$ cat src/rtl/fetch_queue_if.sv
// Interface bundling the IF-side beat handshake, the flush request and the
// two-wide decode-side drain ports of the fetch queue. Signal names are given
// from the queue's point of view (_i = into the queue, _o = out of the queue).
interface fetch_queue_if #(
  parameter int PACKET_SIZE = 64,
  parameter int DEPTH       = 8
);

  localparam int CW = $clog2(DEPTH + 1);

  // IF stage beat: two packets, older one in the low half
  logic [2*PACKET_SIZE-1:0] data_i;
  logic                     valid_i;
  logic                     ready_o;

  // Back-end flush request
  logic                     flush_i;

  // Decode stage drain, head entry
  logic [PACKET_SIZE-1:0]   packet_a_o;
  logic                     valid_a_o;
  logic                     ready_a_i;

  // Decode stage drain, head+1 entry
  logic [PACKET_SIZE-1:0]   packet_b_o;
  logic                     valid_b_o;
  logic                     ready_b_i;

  // Registered occupancy
  logic [CW-1:0]            count_o;

  // Driver side: IF stage, back-end and decode stage together
  modport master (
    output data_i,
    output valid_i,
    input  ready_o,
    output flush_i,
    input  packet_a_o,
    input  valid_a_o,
    output ready_a_i,
    input  packet_b_o,
    input  valid_b_o,
    output ready_b_i,
    input  count_o
  );

  // Queue side
  modport slave (
    input  data_i,
    input  valid_i,
    output ready_o,
    input  flush_i,
    output packet_a_o,
    output valid_a_o,
    input  ready_a_i,
    output packet_b_o,
    output valid_b_o,
    input  ready_b_i,
    output count_o
  );

endinterface

$ cat src/rtl/fetch_queue.sv
// Decoupling FIFO between IF and decode. Each accepted IF beat writes two
// packet entries; decode drains up to two entries per cycle in program order.
// A flush empties the queue so wrong-path packets never reach decode.
// All handshake outputs derive from registered pointers/count only, so there
// is no combinational path from the decode ready inputs to ready_o.
module fetch_queue #(
  parameter int PACKET_SIZE = 64,
  parameter int DEPTH       = 8
) (
  input  logic           clk,
  input  logic           rst_n,
  fetch_queue_if.slave   bus
);

  localparam int PW = $clog2(DEPTH);
  localparam int CW = $clog2(DEPTH + 1);

  // Entry storage, deliberately left out of reset
  logic [PACKET_SIZE-1:0] mem_q [DEPTH];

  logic [PW-1:0] head_q, head_d;
  logic [PW-1:0] tail_q, tail_d;
  logic [CW-1:0] count_q, count_d;

  logic [PW-1:0] head_plus1;
  logic [PW-1:0] tail_plus1;

  logic          ready;
  logic          valid_a;
  logic          valid_b;
  logic          push;
  logic          pop_a;
  logic          pop_b;
  logic [1:0]    pop_cnt;

  // Handshake qualifiers derived from the registered count and the inputs
  always_comb begin
    head_plus1 = head_q + PW'(1);
    tail_plus1 = tail_q + PW'(1);
    ready      = (count_q <= CW'(DEPTH - 2));
    valid_a    = (count_q >= CW'(1));
    valid_b    = (count_q >= CW'(2));
    push       = bus.valid_i & ready & ~bus.flush_i;
    pop_a      = valid_a & bus.ready_a_i & ~bus.flush_i;
    pop_b      = pop_a & valid_b & bus.ready_b_i;
    pop_cnt    = {1'b0, pop_a} + {1'b0, pop_b};
  end

  // Next-state pointers and occupancy; flush overrides any push or pop
  always_comb begin
    head_d  = head_q;
    tail_d  = tail_q;
    count_d = count_q;
    if (bus.flush_i) begin
      head_d  = '0;
      tail_d  = '0;
      count_d = '0;
    end else begin
      head_d  = head_q + PW'(pop_cnt);
      tail_d  = push ? (tail_q + PW'(2)) : tail_q;
      count_d = count_q + (push ? CW'(2) : CW'(0)) - CW'(pop_cnt);
    end
  end

  // Pointer and count registers, cleared asynchronously
  always_ff @(posedge clk or negedge rst_n) begin
    if (!rst_n) begin
      head_q  <= '0;
      tail_q  <= '0;
      count_q <= '0;
    end else begin
      head_q  <= head_d;
      tail_q  <= tail_d;
      count_q <= count_d;
    end
  end

  // Write both packets of an accepted beat at tail and tail+1
  always_ff @(posedge clk) begin
    if (push) begin
      mem_q[tail_q]     <= bus.data_i[PACKET_SIZE-1:0];
      mem_q[tail_plus1] <= bus.data_i[2*PACKET_SIZE-1:PACKET_SIZE];
    end
  end

  // Outputs: head entries are read straight from storage, no empty bypass
  always_comb begin
    bus.ready_o    = ready;
    bus.valid_a_o  = valid_a;
    bus.valid_b_o  = valid_b;
    bus.packet_a_o = mem_q[head_q];
    bus.packet_b_o = mem_q[head_plus1];
    bus.count_o    = count_q;
  end

  // Occupancy must stay within the storage capacity
  assert property (@(posedge clk) disable iff (!rst_n) count_q <= CW'(DEPTH));

  // A held beat must never be written while the queue is too full to take it
  assert property (@(posedge clk) disable iff (!rst_n)
                   (count_q > CW'(DEPTH - 2)) |-> !push);

endmodule

$ cat src/flat_wrapper.sv
// flat-port wrapper written by rule: the top's interface ports become plain ports
module fetch_queue_flat 
#(
  parameter int PACKET_SIZE = 64,
  parameter int DEPTH       = 8
)
  (clk, rst_n, bus_data_i, bus_valid_i, bus_ready_o, bus_flush_i, bus_packet_a_o, bus_valid_a_o, bus_ready_a_i, bus_packet_b_o, bus_valid_b_o, bus_ready_b_i, bus_count_o);
  fetch_queue_if #(.PACKET_SIZE(PACKET_SIZE), .DEPTH(DEPTH)) bus_i ();
  input  logic clk;
  input  logic rst_n;
  input wire logic [$bits(bus_i.data_i)-1:0] bus_data_i;
  input wire logic [$bits(bus_i.valid_i)-1:0] bus_valid_i;
  output wire logic [$bits(bus_i.ready_o)-1:0] bus_ready_o;
  input wire logic [$bits(bus_i.flush_i)-1:0] bus_flush_i;
  output wire logic [$bits(bus_i.packet_a_o)-1:0] bus_packet_a_o;
  output wire logic [$bits(bus_i.valid_a_o)-1:0] bus_valid_a_o;
  input wire logic [$bits(bus_i.ready_a_i)-1:0] bus_ready_a_i;
  output wire logic [$bits(bus_i.packet_b_o)-1:0] bus_packet_b_o;
  output wire logic [$bits(bus_i.valid_b_o)-1:0] bus_valid_b_o;
  input wire logic [$bits(bus_i.ready_b_i)-1:0] bus_ready_b_i;
  output wire logic [$bits(bus_i.count_o)-1:0] bus_count_o;
  assign bus_i.data_i = bus_data_i;
  assign bus_i.valid_i = bus_valid_i;
  assign bus_ready_o = bus_i.ready_o;
  assign bus_i.flush_i = bus_flush_i;
  assign bus_packet_a_o = bus_i.packet_a_o;
  assign bus_valid_a_o = bus_i.valid_a_o;
  assign bus_i.ready_a_i = bus_ready_a_i;
  assign bus_packet_b_o = bus_i.packet_b_o;
  assign bus_valid_b_o = bus_i.valid_b_o;
  assign bus_i.ready_b_i = bus_ready_b_i;
  assign bus_count_o = bus_i.count_o;
  fetch_queue #(.PACKET_SIZE(PACKET_SIZE), .DEPTH(DEPTH)) u_core (.clk(clk), .rst_n(rst_n), .bus(bus_i));
endmodule
$ cat config.mk
export PLATFORM = sky130hd
export DESIGN_NAME = fetch_queue_flat
export DESIGN_NICKNAME = d
export VERILOG_FILES = /design/src/rtl/fetch_queue_if.sv /design/src/rtl/fetch_queue.sv /design/src/flat_wrapper.sv
export SDC_FILE = /design/constraint.sdc
export NUM_CORES = 1
export LEC_CHECK = 0
export CORE_ASPECT_RATIO = 1.4
export CORE_MARGIN = 5
export CORE_UTILIZATION = 55
export CTS_BUF_LIST = sky130_fd_sc_hd__clkbuf_8
export DETAILED_ROUTE_END_ITERATION = 8
export DONT_BUFFER_PORTS = 1
export GPL_TIMING_DRIVEN = 0
export PLACE_DENSITY = 0.8
export SETUP_SLACK_MARGIN = 0.5
export SKIP_LAST_GASP = 1
export SYNTH_ARGS = -nofsm -noshare
export SYNTH_HDL_FRONTEND = slang
export SYNTH_SLANG_ARGS = --single-unit
export TNS_END_PERCENT = 50
$ cat constraint.sdc
create_clock -name clk -period 6.1 [get_ports clk]
set_input_delay 1.525 -clock clk [delete_from_list [all_inputs] [get_ports clk]]
set_output_delay 1.525 -clock clk [all_outputs]
set_load 0.005 [all_outputs]
==> load_flow_metrics.sql <==
INSERT INTO impl_metrics (metric_group, metric, value, unit) VALUES
('synthesis', 'dominant_combinational_cell_family_by_area_after_synthesis', 'multiplexers', ''),
('synthesis', 'synth_area_in_compound_gates', '0.138', '%'),
('sta', 'setup_viol_count_final', '0', ''),
('sta', 'whs', '0.569', 'ns'),
('sta', 'max_clock_freq', '206', 'MHz'),
('synthesis', 'syn_area_per_cell', '19.5', 'µm²'),
('cells_and_area', 'area.growth.synth_to_final', '9.08', '%'),
('cells_and_area', 'layout-drive-gt1-share', '53.3', '%'),
('sta', 'finClkSkew', '0.0293', 'ns'),
('global_route', 'first_global_vias', '16100', ''),
('synthesis', 'post_synth_instance_area', '27200', 'µm²'),
('power_and_ir_drop', 'cell_internal_pwr', '0.00717', 'W'),
('global_route', 'global_route_wire_length_before_repair', '106', 'mm'),
('power_and_ir_drop', 'p_leak', '9.46', 'nW'),
('power_and_ir_drop', 'design_power_total', '0.0103', 'W'),
('placement', 'dp_hpwl', '48.2', 'mm'),
('synthesis', 'register_bit_total_from_synthesis', '521', ''),
('synthesis', 'synth_seq_area_share', '57.4', '%'),
('synthesis', 'synthDominantCellAreaShare', '56.6', '%'),
('floorplan', 'io_pins', '269', ''),
('synthesis', 'adder_and_majority_gate_portion_of_the_synthesized_area', '0.773', '%'),
('worst_setup_path', 'critPathLaunch', 'u_core.head_q[1]$_DFF_PN0_', ''),
('sta', 'setup_total_negative_slack', '0', 'ns'),
('global_route', 'grt_start_max_net_pins', '49', ''),
('synthesis', 'post_synth_and_or_nand_nor_area_fraction', '0.562', '%'),
('worst_setup_path', 'rr_startpoint', 'u_core.bus.count_o[2]$_DFF_PN0_', ''),
('worst_setup_path', 'timing_worst_setup_path_type', 'reg -> out', ''),
('drt', 'route.final.wire_length', '73.5', 'mm'),
('hold_path', 'hold_path_class', 'in -> async', ''),
('clock_tree', 'cts.hold.buffers_added', '0', ''),
('clock_tree', 'cts_htree_levels', '3', ''),
('power_and_ir_drop', 'power.switching', '0.00317', 'W'),
('sta', 'max_slew_margin', '32.1', '%'),
('floorplan', 'die_y', '273', 'µm'),
('synthesis', 'mux_share_of_post_synthesis_cell_area', '37.6', '%'),
('clock_tree', 'root_buffer', 'clkbuf_8', ''),
('floorplan', 'core_area', '49000', 'µm²'),
('cells_and_area', 'final-instance-count-excl-fill', '2177', ''),
('sta', 'finalMaxSlewViolations', '0', ''),
('synthesis', 'post_synth_xor_area_fraction', '0.124', '%'),
('synthesis', 'number_of_warnings_printed_during_yosys_synthesis', '0', ''),
('drt', 'drt_first_iter_violations', '1279', ''),
('clock_tree', 'cts_tree', 'built', ''),
('synthesis', 'yosysTopAreaCell', 'edfxtp_1', ''),
('sta', 'timing.final.ws_setup', '1.25', 'ns'),
('sta', 'post-route-min-period', '4.85', 'ns'),
('power_and_ir_drop', 'vdd_drop_max', '0.200', 'mV'),
('clock_tree', 'resized_after_cts', '0', ''),
('power_and_ir_drop', 'comb_power_share', '32.8', '%'),
('clock_tree', 'clkLatencyLatePin', '0.64', 'ns'),
('placement', 'place.port_buffers', '0', ''),
('clock_tree', 'numCtsBuffers', '79', ''),
('drt', 'via_per_inst', '6.76', ''),
('synthesis', 'synth_area_leaders', 'edfxtp_1 (57%), mux4_2 (19%), mux2_2 (16%)', ''),
('power_and_ir_drop', 'swShare', '30.6', '%'),
('global_route', 'grt_antenna_before_repair', '3', ''),
('synthesis', 'synth_cell_type_count', '28', ''),
('power_and_ir_drop', 'power_density', '349', 'nW/µm²'),
('worst_setup_path', 'critical_path.endpoint_type', 'output pin', ''),
('power_and_ir_drop', 'seq_power_share', '41.1', '%'),
('floorplan', 'die_area', '54000', 'µm²'),
('drt', 'drt_first_pass_iters', '7', ''),
('floorplan', 'floorplan.die.width', '198', 'µm'),
('drt', 'drc', '0', ''),
('synthesis', 'post_synth_inst_count', '1392', ''),
('placement', 'placed_insts', '2037', ''),
('outcome', 'run_status', 'finished, final reports clean', ''),
('power_and_ir_drop', 'power.share.clock', '26.1', '%'),
('sta', 'worst_pin_slew', '1.02', 'ns'),
('sta', 'grt_setup_unrepaired', 'no', ''),
('global_route', 'overall_global_routing_resource_usage', '27.1', '%');
==> cells by family (layout without fill, tap and decap cells) <==
group / after synthesis / in the layout
xor gates and xnor gates: 3 / 3
adders and majority gates: 15 / 15
other: 0 / 4
DFF: 521 / 521
buffers and inverters: 183 / 327
muxes: 640 / 640
AOI/OAI and AO/OA: 5 / 5
and+or+nand+nor: 25 / 25
==> final cells by class <==
cell class	count	area, µm²	share of cell area (%)
well taps	637	797	2.69
multi-input cells	688	10600	35.9
plain buffers	165	870	2.93
clock buffers	81	1110	3.76
diodes	4	10.0	0.0338
inverters	18	85.1	0.287
clock inverters	55	314	1.06
repair buffers	8	213	0.717
flip-flops and latches	521	15600	52.6
==> critical path, cell delays in order (launching register included) <==
cell	delay, ns
dfrtp_1	0.44
ha_1	0.32
buf_4	0.25
buf_4	0.26
clkbuf_1	0.66
mux4_2	0.42
mux2_2	0.33
==> metal layers <==
metal  part of all wire (%)  wire (µm)  vias to the layer above  GRT usage, %
li1                       -          -                     6009             -
met3                    9.7       7110                      178          8.81
met1                     34      24700                     7772          30.8
met5                      0          0                        -             0
met2                     53      38900                      754          47.5
met4                    3.8       2830                        0          10.4
==> sequential cells by signal, indices dropped and copies added (netlist names) <==
| signal | count |
|---|---|
| u_core.head_q | 3 |
| u_core.mem_q | 512 |
| u_core.bus.count_o | 4 |
| u_core.tail_q | 2 |
==> metrics by stage <==
step           util, %  area [µm²]
2_1_floorplan        -       27200
3_3_place_gp      57.1       28000
3_5_place_dp      57.6       28200
4_1_cts           60.5       29600
5_1_grt           60.5       29600
6_report          60.5       29600
==> power groups by stage <==
stage	Clock (W)	Sequential (W)	Combinational (W)
2_1_floorplan	0	0.00429	0.00249
5_1_grt	0.00289	0.00426	0.00360
3_3_place_gp	0	0.00433	0.00337
4_1_cts	0.00273	0.00425	0.00345
6_report	0.00270	0.00425	0.00339
3_5_place_dp	0	0.00432	0.00343
==> worst paths after layout <==
| check | end | slack [ns] | cells past startpoint |
|---|---|---|---|
| setup / recovery | bus_packet_b_o[10] | 1.25 | 6 |
| hold / removal | u_core.bus.count_o[2]$_DFF_PN0_ | 0.57 | 0 |
| setup reg to reg | u_core.mem_q[2][25]$_DFFE_PP_ | 2.97 | 7 |
| hold reg to reg | u_core.tail_q[1]$_DFFE_PN0N_ | 0.71 | 3 |
| max in group asynchronous | u_core.tail_q[2]$_DFFE_PN0N_ | 5.45 | 0 |
| min in group clk | u_core.tail_q[1]$_DFFE_PN0N_ | 0.71 | 3 |
==> cells in the mapped netlist <==
library cell	number
buf_8	1
mux4_1	31
and2_1	2
mux2_2	384
nor2b_1	6
edfxtp_1	512
a21oi_1	2
and4b_1	2
a31o_2	2
and3b_1	1
inv_1	18
nand3_1	1
xor2_2	1
fa_1	3
xor2_1	1
buf_1	6
clkbuf_1	74
dfrtp_1	9
xnor2_1	1
buf_6	13
a21bo_2	1
ha_1	12
nand4_1	6
buf_4	21
mux4_2	225
nand2b_1	2
nor2_1	5
buf_2	50
==> cell usage in the layout (no fill, tap or decap), types with 2 or more instances in the layout <==
cell type / count
nand4_1: 6
inv_1: 31
buf_1: 6
buf_4: 21
and4b_1: 2
nand2b_1: 2
edfxtp_1: 512
buf_2: 50
buf_16: 7
bufinv_16: 2
mux4_1: 31
inv_6: 4
inv_4: 7
dfrtp_1: 9
a31o_2: 2
clkinv_2: 15
clkbuf_8: 81
ha_1: 12
mux4_2: 225
clkbuf_1: 74
a21oi_1: 2
fa_1: 3
clkinv_1: 12
diode_2: 4
nor2b_1: 6
buf_6: 13
nor2_1: 5
mux2_2: 384
No activity file was read; power rests on OpenSTA's default activity.
